<file path="config.mk">
export PLATFORM = sky130hd
export DESIGN_NAME = cam_color_stats
export DESIGN_NICKNAME = d
export VERILOG_FILES = /design/src/rtl/cam_color_stats.sv
export SDC_FILE = /design/constraint.sdc
export NUM_CORES = 1
export LEC_CHECK = 0
export CORE_ASPECT_RATIO = 1.75
export CORE_MARGIN = 3
export CORE_UTILIZATION = 30
export CTS_CLUSTER_DIAMETER = 40
export DETAILED_ROUTE_END_ITERATION = 7
export PLACE_DENSITY = 0.59
export SYNTH_ARGS = -nofsm -noshare
export SYNTH_HDL_FRONTEND = slang
export SYNTH_SLANG_ARGS = --single-unit
</file>
<file path="constraint.sdc">
create_clock -name CAM_pclk -period 4.06 [get_ports CAM_pclk]
set_input_delay 0.406 -clock CAM_pclk [delete_from_list [all_inputs] [get_ports CAM_pclk]]
set_output_delay 0.406 -clock CAM_pclk [all_outputs]
set_load 0.03 [all_outputs]
</file>
<file path="src/rtl/cam_color_stats.sv">
// Per-frame colour classifier snooping the RGB444 capture write stream.
// Counts red/green/blue-dominant pixels over one frame, then publishes the
// three counts and the dominant colour code as a one-cycle result pulse.
module cam_color_stats #(
   parameter int AW       = 15,
   parameter int DW       = 12,
   parameter int IMG_SIZE = 19200,
   parameter int TH       = 3,
   parameter int MIN_PIX  = 200,
   parameter int CW       = 15
) (
   input  logic          CAM_pclk,
   input  logic          rst,
   input  logic          CAM_vsync,
   input  logic          px_we,
   input  logic [AW-1:0] px_addr,
   input  logic [DW-1:0] px_data,
   output logic          result_valid,
   output logic [1:0]    color_code,
   output logic [CW-1:0] cnt_red,
   output logic [CW-1:0] cnt_green,
   output logic [CW-1:0] cnt_blue,
   output logic          frame_err
);

   typedef enum logic [1:0] {S_IDLE, S_ACCUM, S_DECIDE} state_t;

   localparam logic [AW-1:0] LAST_ADDR = AW'(IMG_SIZE - 1);
   localparam logic [4:0]    TH5       = 5'(TH);
   localparam logic [CW-1:0] MIN_CNT   = CW'(MIN_PIX);

   // Saturating increment: a full counter stays at all-ones.
   function automatic logic [CW-1:0] sat_inc(input logic [CW-1:0] v, input logic en);
      if (en && (v != {CW{1'b1}}))
         return v + CW'(1);
      return v;
   endfunction

   state_t        state_q, state_d;
   logic [CW-1:0] acc_r_q, acc_r_d, acc_g_q, acc_g_d, acc_b_q, acc_b_d;
   logic [AW-1:0] exp_addr_q, exp_addr_d;
   logic [CW-1:0] cnt_r_q, cnt_r_d, cnt_g_q, cnt_g_d, cnt_b_q, cnt_b_d;
   logic [1:0]    color_q, color_d;
   logic          result_valid_q, result_valid_d;
   logic          frame_err_q, frame_err_d;

   logic [4:0]    r5, g5, b5;
   logic          is_red, is_green, is_blue;
   logic [1:0]    win_code;
   logic [CW-1:0] win_cnt;

   // Classify the incoming pixel with 5-bit compares so C+TH cannot wrap.
   always_comb begin
      r5       = {1'b0, px_data[11:8]};
      g5       = {1'b0, px_data[7:4]};
      b5       = {1'b0, px_data[3:0]};
      is_red   = (r5 > g5 + TH5) && (r5 > b5 + TH5);
      is_green = (g5 > r5 + TH5) && (g5 > b5 + TH5);
      is_blue  = (b5 > r5 + TH5) && (b5 > g5 + TH5);
   end

   // Pick the largest accumulated count; ties favour red, then green.
   always_comb begin
      win_code = 2'd1;
      win_cnt  = acc_r_q;
      if ((acc_g_q > acc_r_q) && (acc_g_q >= acc_b_q)) begin
         win_code = 2'd2;
         win_cnt  = acc_g_q;
      end else if ((acc_b_q > acc_r_q) && (acc_b_q > acc_g_q)) begin
         win_code = 2'd3;
         win_cnt  = acc_b_q;
      end
   end

   // Frame tracking FSM: next state, accumulators and published result.
   always_comb begin
      state_d        = state_q;
      acc_r_d        = acc_r_q;
      acc_g_d        = acc_g_q;
      acc_b_d        = acc_b_q;
      exp_addr_d     = exp_addr_q;
      cnt_r_d        = cnt_r_q;
      cnt_g_d        = cnt_g_q;
      cnt_b_d        = cnt_b_q;
      color_d        = color_q;
      result_valid_d = 1'b0;
      frame_err_d    = 1'b0;
      case (state_q)
         S_IDLE: begin
            if (px_we && (px_addr == '0) && !CAM_vsync) begin
               acc_r_d    = CW'(is_red);
               acc_g_d    = CW'(is_green);
               acc_b_d    = CW'(is_blue);
               exp_addr_d = AW'(1);
               state_d    = S_ACCUM;
            end
         end
         S_ACCUM: begin
            if (CAM_vsync) begin
               frame_err_d = 1'b1;
               state_d     = S_IDLE;
            end else if (px_we) begin
               if (px_addr != exp_addr_q) begin
                  frame_err_d = 1'b1;
                  state_d     = S_IDLE;
               end else begin
                  acc_r_d    = sat_inc(acc_r_q, is_red);
                  acc_g_d    = sat_inc(acc_g_q, is_green);
                  acc_b_d    = sat_inc(acc_b_q, is_blue);
                  exp_addr_d = exp_addr_q + AW'(1);
                  if (px_addr == LAST_ADDR)
                     state_d = S_DECIDE;
               end
            end
         end
         S_DECIDE: begin
            cnt_r_d        = acc_r_q;
            cnt_g_d        = acc_g_q;
            cnt_b_d        = acc_b_q;
            color_d        = (win_cnt >= MIN_CNT) ? win_code : 2'd0;
            result_valid_d = 1'b1;
            state_d        = S_IDLE;
         end
         default: state_d = S_IDLE;
      endcase
   end

   // State, accumulator and output registers; reset clears everything.
   always_ff @(posedge CAM_pclk) begin
      if (rst) begin
         state_q        <= S_IDLE;
         acc_r_q        <= '0;
         acc_g_q        <= '0;
         acc_b_q        <= '0;
         exp_addr_q     <= '0;
         cnt_r_q        <= '0;
         cnt_g_q        <= '0;
         cnt_b_q        <= '0;
         color_q        <= '0;
         result_valid_q <= 1'b0;
         frame_err_q    <= 1'b0;
      end else begin
         state_q        <= state_d;
         acc_r_q        <= acc_r_d;
         acc_g_q        <= acc_g_d;
         acc_b_q        <= acc_b_d;
         exp_addr_q     <= exp_addr_d;
         cnt_r_q        <= cnt_r_d;
         cnt_g_q        <= cnt_g_d;
         cnt_b_q        <= cnt_b_d;
         color_q        <= color_d;
         result_valid_q <= result_valid_d;
         frame_err_q    <= frame_err_d;
      end
   end

   assign result_valid = result_valid_q;
   assign frame_err    = frame_err_q;
   assign color_code   = color_q;
   assign cnt_red      = cnt_r_q;
   assign cnt_green    = cnt_g_q;
   assign cnt_blue     = cnt_b_q;

endmodule

</file>
After elaboration in Yosys (flattened, before gate mapping)
Cells that the tools add are included.
Word-level totals
  register bits: 111
  input port bits: 31
Operators by class
  order comparisons: 11
  bitwise operators: 1
  reductions and logical operators: 20
  equality and inequality tests: 16
  muxes and demuxes: 56
  add/sub/neg operators: 7
Operator list (number)
  15-bit 2-to-1 mux: 24
  15-bit case mux with 2 select lines: 4
  15-bit by 1-bit adder with 15-bit output (second input constant): 4
  15-bit > comparator: 3
  15-bit inequality test (second input constant): 3
  4-bit by 5-bit > comparator with 1-bit output: 6
  1-bit 2-to-1 mux: 19
  6-bit AND reduction: 3
  2-bit 2-to-1 mux: 8
  4-bit by 2-bit adder with 5-bit output (second input constant): 3
  15-bit == test (second input constant): 1
  15-bit >= comparator: 1
  15-bit by 8-bit >= comparator with 1-bit output (second input constant): 1
  15-bit zero test: 1
  15-bit inequality test: 1
  2-bit inequality test (second input constant): 7
  1-bit logical AND: 10
  5-bit AND reduction: 1
  4-bit inequality test (second input constant): 1
  2-bit case mux with 2 select lines: 1
  3-bit inequality test (second input constant): 1
  3-bit AND reduction: 1
  2-bit by 1-bit == test with 1-bit output (second input constant): 1
  2-bit == test (second input constant): 1
  other kinds (5): 5

Longest topological paths before layout
Gate-level depths: netlist of the first run.
  depth in word-level cells: 14
  depth in mapped cells: 12

Worst setup path after synthesis of the first run
OpenSTA, ideal clock, no wires.
  kind: input port to flip-flop
  from: in px_data[0]
  to: reg acc_r_q[5]
  arrival time: 2.634 ns
  stages: 12
  setup slack: 1.356 ns
  cells stage by stage: inv_1 ha_1 ha_1 nor2b_1 o21a_1 o21a_1 o221ai_1 o21ai_1 nand3_1 clkbuf_1 or3_1 a21oi_1
Between the ends
  cells in the longest elaborated chain, start to end: 11
RTL lines
  start: declaration: RTL line 17  | input logic [DW-1:0] px_data,
  4-bit by 2-bit adder with 5-bit output: RTL line 57  | is_red = (r5 > g5 + TH5) && (r5 > b5 + TH5);
  4-bit by 5-bit > comparator with 1-bit output: RTL line 57
  1-bit logical AND: RTL line 57
  1-bit logical AND: RTL line 34  | if (en && (v != {CW{1'b1}}))
  1-bit 2-to-1 mux: RTL line 34
  1-bit 2-to-1 mux: RTL line 103  | if (px_addr != exp_addr_q) begin
  1-bit 2-to-1 mux: RTL line 102  | end else if (px_we) begin
  1-bit 2-to-1 mux: RTL line 99  | if (CAM_vsync) begin
  1-bit 2-to-1 mux: RTL line 88  | case (state_q)
  2-bit inequality test (no source line)
  6-bit AND reduction (no source line)
  end signal: assignment: RTL line 144  | acc_r_q <= acc_r_d;
  end: declaration: RTL line 40  | logic [CW-1:0] acc_r_q, acc_r_d, acc_g_q, acc_g_d, acc_b_q, acc_b_d;
Every way passes these cells. The select of a mux whose other input is x is not followed.
A chain may end at the register's enable or synchronous reset.

Worst setup path in the final report of the first run
  from: in px_data[1]
  to: reg acc_g_q[13]
Between the ends
  cells in the longest elaborated chain, start to end: 11
RTL lines
  4-bit by 2-bit adder with 5-bit output: RTL line 58  | is_green = (g5 > r5 + TH5) && (g5 > b5 + TH5);
  4-bit by 5-bit > comparator with 1-bit output: RTL line 58
  1-bit logical AND: RTL line 58
  1-bit logical AND: RTL line 34
  1-bit 2-to-1 mux: RTL line 34
  1-bit 2-to-1 mux: RTL line 103
  1-bit 2-to-1 mux: RTL line 102
  1-bit 2-to-1 mux: RTL line 99
  1-bit 2-to-1 mux: RTL line 88
  2-bit inequality test (no source line)
  6-bit AND reduction (no source line)
  end signal: assignment: RTL line 145  | acc_g_q <= acc_g_d;
  end: declaration: RTL line 40
Every way passes these cells. The select of a mux whose other input is x is not followed.

==> results of run 1 <==
worst min path at each step:
stage | start | end | slack (ps) | cells after the start
after CTS | rst | color_code[1] | 390 | 3
after floorplan | acc_r_q[12] | cnt_red[12] | 450 | 2
final | rst | color_code[1] | 390 | 3
after global placement | cnt_green[1] | cnt_green[1] | 440 | 2
after detailed placement | cnt_green[1] | cnt_green[1] | 450 | 2
after global routing | rst | color_code[1] | 390 | 3
cell type report:
| type | instances | area [um2] | share of cell area [%] |
|---|---|---|---|
| Sequential cell | 111 | 2220 | 28.0 |
| Multi-Input combinational cell | 626 | 4080 | 51.4 |
| Clock inverter | 6 | 36.3 | 0.457 |
| Clock buffer | 10 | 229 | 2.89 |
| Inverter | 40 | 150 | 1.89 |
| Tap cell | 292 | 365 | 4.60 |
| Timing Repair Buffer | 88 | 853 | 10.8 |
routing by layer:
| metal | GRT usage, % | up-vias |
|---|---|---|
| met5 | 0 | - |
| met2 | 31.0 | 102 |
| met4 | 7.67 | 0 |
| met3 | 1.91 | 34 |
| met1 | 15.7 | 2780 |
| li1 | - | 2986 |
flip-flops by register name (all words and copies together) (netlist names):
signal and cells:
acc_b_q 15, cnt_blue 15, acc_r_q 15, state_q 2
frame_err 1, exp_addr_q 15, result_valid 1, color_code 2
cnt_red 15, acc_g_q 15, cnt_green 15
through the flow:
step / util, % / instances / total power, mW / setup slack [ps] / instance area [um2]
2_1_floorplan: - / 808 / 1.21 / 1360 / 6570
3_5_place_dp: 35.7 / 1157 / 1.29 / 522 / 7670
5_1_grt: 36.9 / 1173 / 2.17 / 682 / 7940
3_3_place_gp: 35.7 / 1157 / 1.29 / 565 / 7670
4_1_cts: 36.9 / 1173 / 2.11 / 890 / 7940
6_report: 36.9 / 1173 / 2.09 / 901 / 7940
worst max-delay path, stage by stage:
cell,delay [ps]
sky130_fd_sc_hd__clkdlybuf4s50_1,550
sky130_fd_sc_hd__inv_1,60
sky130_fd_sc_hd__ha_1,320
sky130_fd_sc_hd__ha_1,310
sky130_fd_sc_hd__nor2b_1,130
sky130_fd_sc_hd__o21a_1,170
sky130_fd_sc_hd__o21a_1,160
sky130_fd_sc_hd__o221ai_1,420
sky130_fd_sc_hd__o31a_1,530
sky130_fd_sc_hd__nor4_1,130
sky130_fd_sc_hd__xnor2_1,160
sky130_fd_sc_hd__nor2_1,50
report_power, final:
| group | internal (mW) | switching, mW | total (mW) |
|---|---|---|---|
| Sequential | 1.09 | 0.000000615 | 1.09 |
| Combinational | 0.0809 | 0.0926 | 0.173 |
| Clock | 0.415 | 0.413 | 0.827 |
| Total | 1.58 | 0.505 | 2.09 |
cells by family after synthesis:
| family | after synthesis | share of synthesized area (%) |
|---|---|---|
| mux | 4 | 0.628 |
| simple gates | 344 | 26.4 |
| fa+ha+maj | 73 | 13.9 |
| flops | 111 | 33.8 |
| xor+xnor | 59 | 7.87 |
| buf+inv | 71 | 4.23 |
| compound gates | 146 | 13.2 |
Yosys cell counts (all sizes together) (13+ instances only):
cell | number | area share (%)
a21oi | 73 | 5.6
and3 | 20 | 1.9
clkbuf | 26 | 1.5
dfxtp | 111 | 34
ha | 73 | 14
inv | 40 | 2.3
nand2 | 116 | 6.6
nand3 | 31 | 2.4
nand4 | 35 | 3.6
nor2 | 64 | 3.8
nor3 | 13 | 0.99
nor4 | 16 | 1.9
o21a | 14 | 1.6
o21ai | 26 | 2.0
xnor2 | 22 | 2.9
xor2 | 37 | 4.9
==> results by group, run 1 <==
Run status
  – Result of the run: complete, no violations

Floorplanning
  – Starting utilization of the core area: 30.6%
  – Area of the die: 0.0238 mm2
  – Area of the core: 0.0215 mm2
  – Top-level port count: 80
  – Chip Width: 118 um
  – Die height: 202 um
  – FP Rows: 71

Timing
  – Remaining max-slew budget at the tightest pin: 34.0%
  – Setup_tns: 0 ps
  – Worst clock skew: 10.6 ps
  – Final critical-path required period: 3160 ps
  – Number of failing hold endpoints at the final stage: 0
  – Final Cycle Share: 77.8%
  – Setup repair after global routing missed its margin: no
  – Worst hold slack: 390 ps
  – Total of endpoints with negative setup slack in the final report: 0
  – Actual slew at the worst max-slew pin: 988 ps
  – Count of pins over their slew limit: 0
  – Highest achievable clock rate: 317 MHz

Detailed routing
  – Drt initial violations: 359
  – Wirelength per Cell: 15.9 um
  – Met2 wire len: 10500 um
  – Vias per inst: 5.03
  – Number of detailed-route iterations in the first pass: 4
  – Detailed-route DRC error count: 0
  – Aggregate routed wire length: 18600 um
  – Vias: 5902
  – Length of routed wiring on met1: 7030 um
  – Uppermost layer routed: met4
  – Amount of wire on met3 after detailed routing: 486 um
  – Routed Antenna Nets: 0

CTS
  – Clock-pin slew of the registers on the worst-case setup and hold paths: 70 ps
  – Clk root buf: sky130_fd_sc_hd__clkbuf_16
  – Count of buffers added by post-CTS timing repair for setup: 0
  – Number of buffers added to fix hold violations after cts: 0
  – Worst-Skew Late Latency: 360 ps
  – Count of cells resized by post-cts repair: 0
  – Clock tree from TritonCTS: built
  – Clk buf depth: 2
  – Count of clock tree sinks: 111
  – H-tree lvl count: 3
  – Total clock buffers created by CTS: 9

Final layout
  – Fraction of final layout cells with drive strength greater than 1: 4.77%
  – Most frequent cells in the layout: 116 x sky130_fd_sc_hd__nand2_1, 111 x sky130_fd_sc_hd__dfxtp_1, 78 x sky130_fd_sc_hd__clkdlybuf4s50_1, 73 x sky130_fd_sc_hd__a21oi_1, 73 x sky130_fd_sc_hd__ha_1
  – Fillers: 2327
  – Area delta synth->final: 20.8%
  – Antenna diodes: 0
  – Layout net count: 980
  – Most common cell after layout, fill and taps aside: sky130_fd_sc_hd__nand2_1

Yosys
  – Netlist area before placement: 0.00657 mm2
  – Mean cell area of the mapped netlist: 8.13 um2
  – Sequential-to-total area share from yosys stat: 33.8%
  – Cell count after synthesis: 808
  – Count of flip-flops with a built-in enable after synthesis: 0
  – Share of async-settable or async-resettable flops after synthesis: 0%
  – Synthesis-stage register bit count: 111
  – Most used flip-flop cell after synthesis: sky130_fd_sc_hd__dfxtp_1
  – Count of yosys warnings during synthesis: 0
  – Yosys cell types: 53
  – Syn nets: 912

Run
  – Maximum capacitance violations: 0

Pwr
  – Leak Pwr: 2.99 nW
  – Max IR drop VDD: 0.169 mV
  – Power density normalized to cell area: 263 mW/mm2

Setup path
  – R2R cell count: 10
  – Worst Path Required: 4290 ps
  – Max Fanout on Critical Path: 11
  – Timing startpoint of the critical path: px_data[1]
  – End of the worst register-to-register path: color_code[1]
  – Capturing element of the worst setup path: acc_g_q[13]
  – Critical Path Source Type: input pin
  – R2R Path Start: acc_g_q[13]
  – Worst setup path category: in -> reg
  – Kind of capture point of the worst setup path: flip-flop
  – Arrival time of data at the critical path endpoint: 3390 ps
  – Reg2reg setup slack: 1230 ps

Global routing
  – Gr usage total: 15.6%
  – Leftover overflow at the end of global routing: 0
  – First-pass GRT wire length: 29900 um
  – Number of antenna violations at the first check in global routing: 0
  – Via count of the first global-routing pass: 5912
  – Pin count of the biggest net entering global routing: 59

Place
  – DPL Wire Length: 14700 um
  – Buffers added on ports: 79
  – Final weighted congestion in routability-driven placement: 0.875

Worst hold path
  – Worst min-delay path class: in -> reg
Note: power is estimated with default switching activity, not from simulation.
==> run 2: changes to the inputs <==
==> constraint.sdc (replaced) <==
create_clock -name CAM_pclk -period 3.05 [get_ports CAM_pclk]
set_input_delay 0.305 -clock CAM_pclk [delete_from_list [all_inputs] [get_ports CAM_pclk]]
set_output_delay 0.305 -clock CAM_pclk [all_outputs]
set_load 0.03 [all_outputs]
==> run 2 against run 1 <==
Net effect:
- via count is 5.7% higher
- clock skew is 6.7 ps higher
- register-to-register slack worse by 920 ps
- utilization is 2.5 points higher
- first-iteration DRC count is 0.84% lower
- sequential power is 33% higher
- combinational power is 55% higher
- sequential share of layout area is 1.8 points lower
- non-clock buffer count is 58 higher
- power is 47% higher
- wire length is 6.5% higher
- critical path type unchanged
- critical endpoint unchanged
==> results by group, run 2 (same netlist as run 1, synthesis figures left out) <==
Setup path
  – Kind of capture point of the worst setup path: flip-flop
  – Worst Path Required: 3310 ps
  – Count of buffering cells on the critical path with inverters included: 3
  – R2R cell count: 10
  – Standard cell with the maximum stage delay on the critical path: sky130_fd_sc_hd__clkdlybuf4s50_1
  – Reg2reg setup slack: 310 ps
  – Chain of cells forming the critical path: clkdlybuf4s50_1 -> inv_1 -> ha_1 -> xor2_1 -> ha_1 -> nand4_1 -> and4_1 -> o221ai_1 -> o31a_1 -> buf_12 -> nor4_1 -> xnor2_1 -> nor2_1
  – Max Fanout on Critical Path: 11
  – CP delay by family, top: buffers and inverters
  – Critical Path Source Type: input pin
  – Worst setup path category: in -> reg
  – Arrival time of data at the critical path endpoint: 3080 ps
  – R2R Path Start: acc_g_q[9]
  – End of the worst register-to-register path: color_code[1]
  – Delay of the slowest critical-path stage: 540 ps
  – Top cell by count, worst path: sky130_fd_sc_hd__ha_1

Global routing
  – Gr usage total: 16.7%
  – First-pass GRT wire length: 31700 um
  – Number of antenna violations at the first check in global routing: 0
  – Leftover overflow at the end of global routing: 0
  – Via count of the first global-routing pass: 6147
  – Pin count of the biggest net entering global routing: 34

Place
  – Final weighted congestion in routability-driven placement: 0.868
  – Cell total after placement: 1215
  – Buffers added on ports: 79
  – DPL Wire Length: 16000 um
  – Setup slack after placement: -374 ps
  – Post-place instance area: 0.00812 mm2

Floorplanning
  – Area of the die: 0.0238 mm2
  – FP Rows: 71
  – Die height: 202 um
  – Chip Width: 118 um
  – Top-level port count: 80
  – Area of the core: 0.0215 mm2
  – Starting utilization of the core area: 30.6%

Pwr
  – Max IR drop VDD: 0.221 mV
  – Power density normalized to cell area: 362 mW/mm2
  – Internal power consumption: 2.36 mW
  – Switching share of power: 23.0%
  – Sequential fraction of design power: 47.2%
  – Total power consumption of the routed design: 3.07 mW
  – Net switching power of the design: 0.706 mW
  – Part of the power in combinational logic: 8.8%
  – Clock share of power: 44.0%
  – Leak Pwr: 3.32 nW

Timing
  – Total of endpoints with negative setup slack in the final report: 0
  – Final Cycle Share: 92.4%
  – Remaining max-slew budget at the tightest pin: 46.3%
  – Worst clock skew: 17.3 ps
  – Min setup slack post-route: 231 ps
  – Highest achievable clock rate: 355 MHz
  – Setup repair after global routing missed its margin: no
  – Setup_tns: 0 ps
  – Final critical-path required period: 2820 ps
  – Worst hold slack: 307 ps
  – Number of failing hold endpoints at the final stage: 0
  – Count of pins over their slew limit: 0
  – Actual slew at the worst max-slew pin: 796 ps

Final layout
  – Antenna diodes: 0
  – Area delta synth->final: 28.9%
  – Final cell count without fillers: 1231
  – Final standard cell area without fillers: 0.00847 mm2
  – Most frequent cells in the layout: 116 x sky130_fd_sc_hd__nand2_1, 111 x sky130_fd_sc_hd__dfxtp_1, 78 x sky130_fd_sc_hd__clkdlybuf4s50_1, 73 x sky130_fd_sc_hd__a21oi_1, 73 x sky130_fd_sc_hd__ha_1
  – Fraction of final layout cells with drive strength greater than 1: 10.9%
  – Layout net count: 1038
  – Util after Layout: 39.4%
  – Most common cell after layout, fill and taps aside: sky130_fd_sc_hd__nand2_1
  – Fillers: 2302

Run
  – Maximum capacitance violations: 0

CTS
  – Clk root buf: sky130_fd_sc_hd__clkbuf_16
  – Count of cells resized by post-cts repair: 1
  – Count of buffers added by post-CTS timing repair for setup: 0
  – H-tree lvl count: 3
  – Clk buf depth: 2
  – Count of clock tree sinks: 111
  – Clock tree from TritonCTS: built
  – Number of buffers added to fix hold violations after cts: 0
  – Clock-pin slew of the registers on the worst-case setup and hold paths: 80 ps
  – Total clock buffers created by CTS: 9
  – Worst-Skew Late Latency: 370 ps

Detailed routing
  – Routed Antenna Nets: 0
  – Aggregate routed wire length: 19800 um
  – Wirelength per Cell: 16.1 um
  – Vias per inst: 5.07
  – Drt initial violations: 356
  – Number of detailed-route iterations in the first pass: 4
  – Vias: 6238
  – Detailed-route DRC error count: 0

Run status
  – Result of the run: complete, no violations

Worst hold path
  – Number of cells on the worst hold path: 2
  – HP Start: rst
  – Endpoint with the worst hold slack: cnt_green[2]
  – Worst min-delay path class: in -> reg
==> run 2: changes by cell type in the layout (fill, tap and decap cells not counted), sizes merged <==
cell,delta
buf,+58
clkinvlp,-1
clkbuf,+1
clkinv,-2
bufinv,+2
==> run 2: worst max-delay path by stage <==
stage               slack (ps)     endpoint       start  cells past startpoint
global placement          -310  acc_g_q[11]  px_data[1]                     13
finish                     230  acc_g_q[13]  px_data[1]                     13
floorplan                  450   acc_r_q[5]  px_data[0]                     12
CTS                        190  acc_g_q[13]  px_data[1]                     13
detailed placement        -370   acc_g_q[4]  px_data[1]                     13
global route                 5   acc_r_q[0]  px_data[1]                     13
==> run 2: routing by layer <==
layer / up-vias / share of wire (%) / global-route usage, %
met3: 46 / 2.9 / 2.17
met2: 138 / 57 / 33.3
met1: 2957 / 36 / 16.3
li1: 3097 / - / -
met5: - / 0 / 0
met4: 0 / 4.1 / 8.47
==> run 2: area by class of cell <==
| cell class | instances | area, um2 | area share (%) |
|---|---|---|---|
| Multi-Input combinational cell | 626 | 4090 | 48.3 |
| Inverter | 40 | 150 | 1.77 |
| Tap cell | 292 | 365 | 4.32 |
| Clock buffer | 11 | 253 | 2.99 |
| Clock inverter | 5 | 88.8 | 1.05 |
| Sequential cell | 111 | 2220 | 26.2 |
| Timing Repair Buffer | 146 | 1300 | 15.4 |
==> run 2: power groups by stage <==
| stage | Clock (mW) | Sequential (mW) | Combinational [mW] |
|---|---|---|---|
| floorplan | 0 | 1.48 | 0.135 |
| global route | 1.44 | 1.45 | 0.300 |
| CTS | 1.38 | 1.45 | 0.272 |
| finish | 1.35 | 1.45 | 0.269 |
| global placement | 0 | 1.48 | 0.267 |
| detailed placement | 0 | 1.48 | 0.270 |
==> RTL edit, RTL diff (config.mk and constraints of run 1) <==
Change the parameter `CW` from 15 to 14.
--- a/src/rtl/cam_color_stats.sv
+++ b/src/rtl/cam_color_stats.sv
@@ -7,7 +7,7 @@
    parameter int IMG_SIZE = 19200,
    parameter int TH       = 3,
    parameter int MIN_PIX  = 200,
-   parameter int CW       = 15
+   parameter int CW       = 14
 ) (
    input  logic          CAM_pclk,
    input  logic          rst,
Ports: changed (resized cnt_blue, cnt_green and cnt_red); port bits go from 80 to 77. The function was not compared with the original's and may differ.
==> RTL edit against run 1 <==
- sequential cell count down 6
- first-iteration DRC count down 23%
- worst hold slack better by 40 ps
- routed wire length up 2.3%
- count of clock-buffer cells in the layout up 1
- combinational power up 7%
- area after synthesis down 2.0%
- final area down 2.4%
- sequential power down 6%
- highest routed layer unchanged
- power down 0.86%
- worst setup slack worse by 120 ps
- critical endpoint unchanged
==> RTL edit: results (changes against run 1) <==
| Metric | Value |
|---|---|
| Status | `complete, no violations (unchanged)` |
| Input/output buffers | `76 (was 79)` |
| Arr. time, crit path | `3570 ps (was 3390 ps)` |
| Met1 Resource Use GR | `18.4% (was 15.7%)` |
| Largest net degree at the start of global routing | `47 (was 59)` |
| First-pass GRT wire length | `31.1 mm (was 29.9 mm)` |
| GR Util All Layers | `16.9% (was 15.6%)` |
| Post-DR wirelength/cell | `17.0 um (was 15.9 um)` |
| Synth top area cells | `dfxtp_1 (33%), ha_1 (14%), a21oi_1 (7.5%), nand2_1 (6.9%), xnor2_1 (4.8%) (was dfxtp_1 (34%), ha_1 (14%), nand2_1 (6.6%), a21oi_1 (5.6%), xor2_1 (4.9%))` |
| Initial antenna violation count | `0 (unchanged)` |
| Post-detail-place hpwl | `15.0 mm (was 14.7 mm)` |
| GRT met2 Usage | `31.7% (was 31.0%)` |
| R2r setup slk | `1200 ps (was 1230 ps)` |
| ANT cells | `0 (unchanged)` |
| Number of global-route vias before repair | `5922 (was 5912)` |
| Syn Area/Cell | `8.02 um^2 (was 8.13 um^2)` |
| Detailed-router iteration count before antenna repair | `7 (was 4)` |
| Relative slew slack | `55.6% (was 34.0%)` |
| Worst VDD drop | `0.154 mV (was 0.169 mV)` |
| R2R depth | `8 (was 10)` |
| Via count | `5993 (was 5902)` |
| Final GP Congestion | `0.863 (was 0.875)` |
| R2R Path End | `acc_b_q[6] (was color_code[1])` |
| Sequential share of the synthesized area | `32.6% (was 33.8%)` |
| Layout cells sized above 1 | `4.82% (was 4.77%)` |
| Hold Path Cell Cnt | `2 (was 3)` |
| NumNets Final | `969 (was 980)` |
| Post-synth net total | `904 (was 912)` |
| Commonest cells in the netlist | `nand2_1 (119), dfxtp_1 (105), a21oi_1 (96) (was nand2_1 (116), dfxtp_1 (111), a21oi_1 (73), ha_1 (73), nor2_1 (63))` |
| Hold path endpoint | `cnt_blue[3] (was color_code[1])` |
| Hold slack | `430 ps (was 390 ps)` |
| First DRT Iteration DRCs | `276 (was 359)` |
| LEAKAGE | `0.00275 uW (was 0.00299 uW)` |
| Pre-CTS WS | `460 ps (was 522 ps)` |
## RTL edit: cell types whose count changed after synthesis, sizes merged, moves of 10 or more
| cell | change |
|---|---|
| nor2 | -26 |
| a21oi | +23 |
| and3 | -11 |
| xor2 | -28 |
| xnor2 | +14 |
| o21a | -10 |
| o21ai | -10 |
| a21o | +11 |
## RTL edit: cell type report
class,instances,area (um^2)
well taps,252,315
flip-flops and latches,105,2100
clock inverters,4,36.3
multi-input cells,617,4020
inverters,47,176
repair buffers,88,846
fillers,2251,13300
clock buffers,11,253
## RTL edit: kinds of logic after synthesis
kind of cell,count (synthesis),synth area share (%)
DFF,105,32.6
adders and majority gates,70,13.6
and+or+nand+nor,327,25.8
muxes,4,0.622
xor gates and xnor gates,45,6.24
buffers and inverters,81,5.01
AOI/OAI and AO/OA,171,16.0
## RTL edit: worst max path at each step
stage | from | end | slack [ps] | depth (start not counted)
floorplan | px_data[0] | acc_r_q[4] | 1380 | 12
global placement | px_data[6] | acc_r_q[6] | 510 | 11
detailed placement | px_data[6] | acc_r_q[12] | 460 | 11
CTS | px_data[6] | acc_r_q[12] | 830 | 11
global route | px_data[1] | acc_g_q[13] | 550 | 11
finish | px_data[1] | acc_g_q[13] | 780 | 12
## RTL edit: power by group
| part | switching, uW | internal [uW] | leakage (uW) |
|---|---|---|---|
| clock | 402 | 454 | 0.000140 |
| combinational | 105 | 80.5 | 0.00177 |
| sequential | 0.000762 | 1030 | 0.000845 |
| total | 507 | 1560 | 0.00275 |
## RTL edit: stage by stage
step / cell area [um^2] / util (%) / std cells
floorplan: 6440 / - / 803
global placement: 7460 / 35.5 / 1109
detailed placement: 7460 / 35.5 / 1109
CTS: 7740 / 36.8 / 1124
global route: 7740 / 36.8 / 1124
finish: 7740 / 36.8 / 1124
## RTL edit: routing by layer
layer | vias up | part of all wire [%]
met5 | - | 0
met4 | 0 | 3.7
met3 | 37 | 3.7
met2 | 142 | 54
met1 | 2799 | 39
li1 | 3015 | -
## RTL edit: worst max-delay path: stages
cell             delay [ps]
clkdlybuf4s50_1         540
inv_1                    60
ha_1                    190
xor2_1                  250
ha_1                    310
nand4_1                 100
nand4_1                  80
a21o_1                  210
o31ai_1                 590
nand4_1                 300
or3_1                   370
a21oi_1                 160
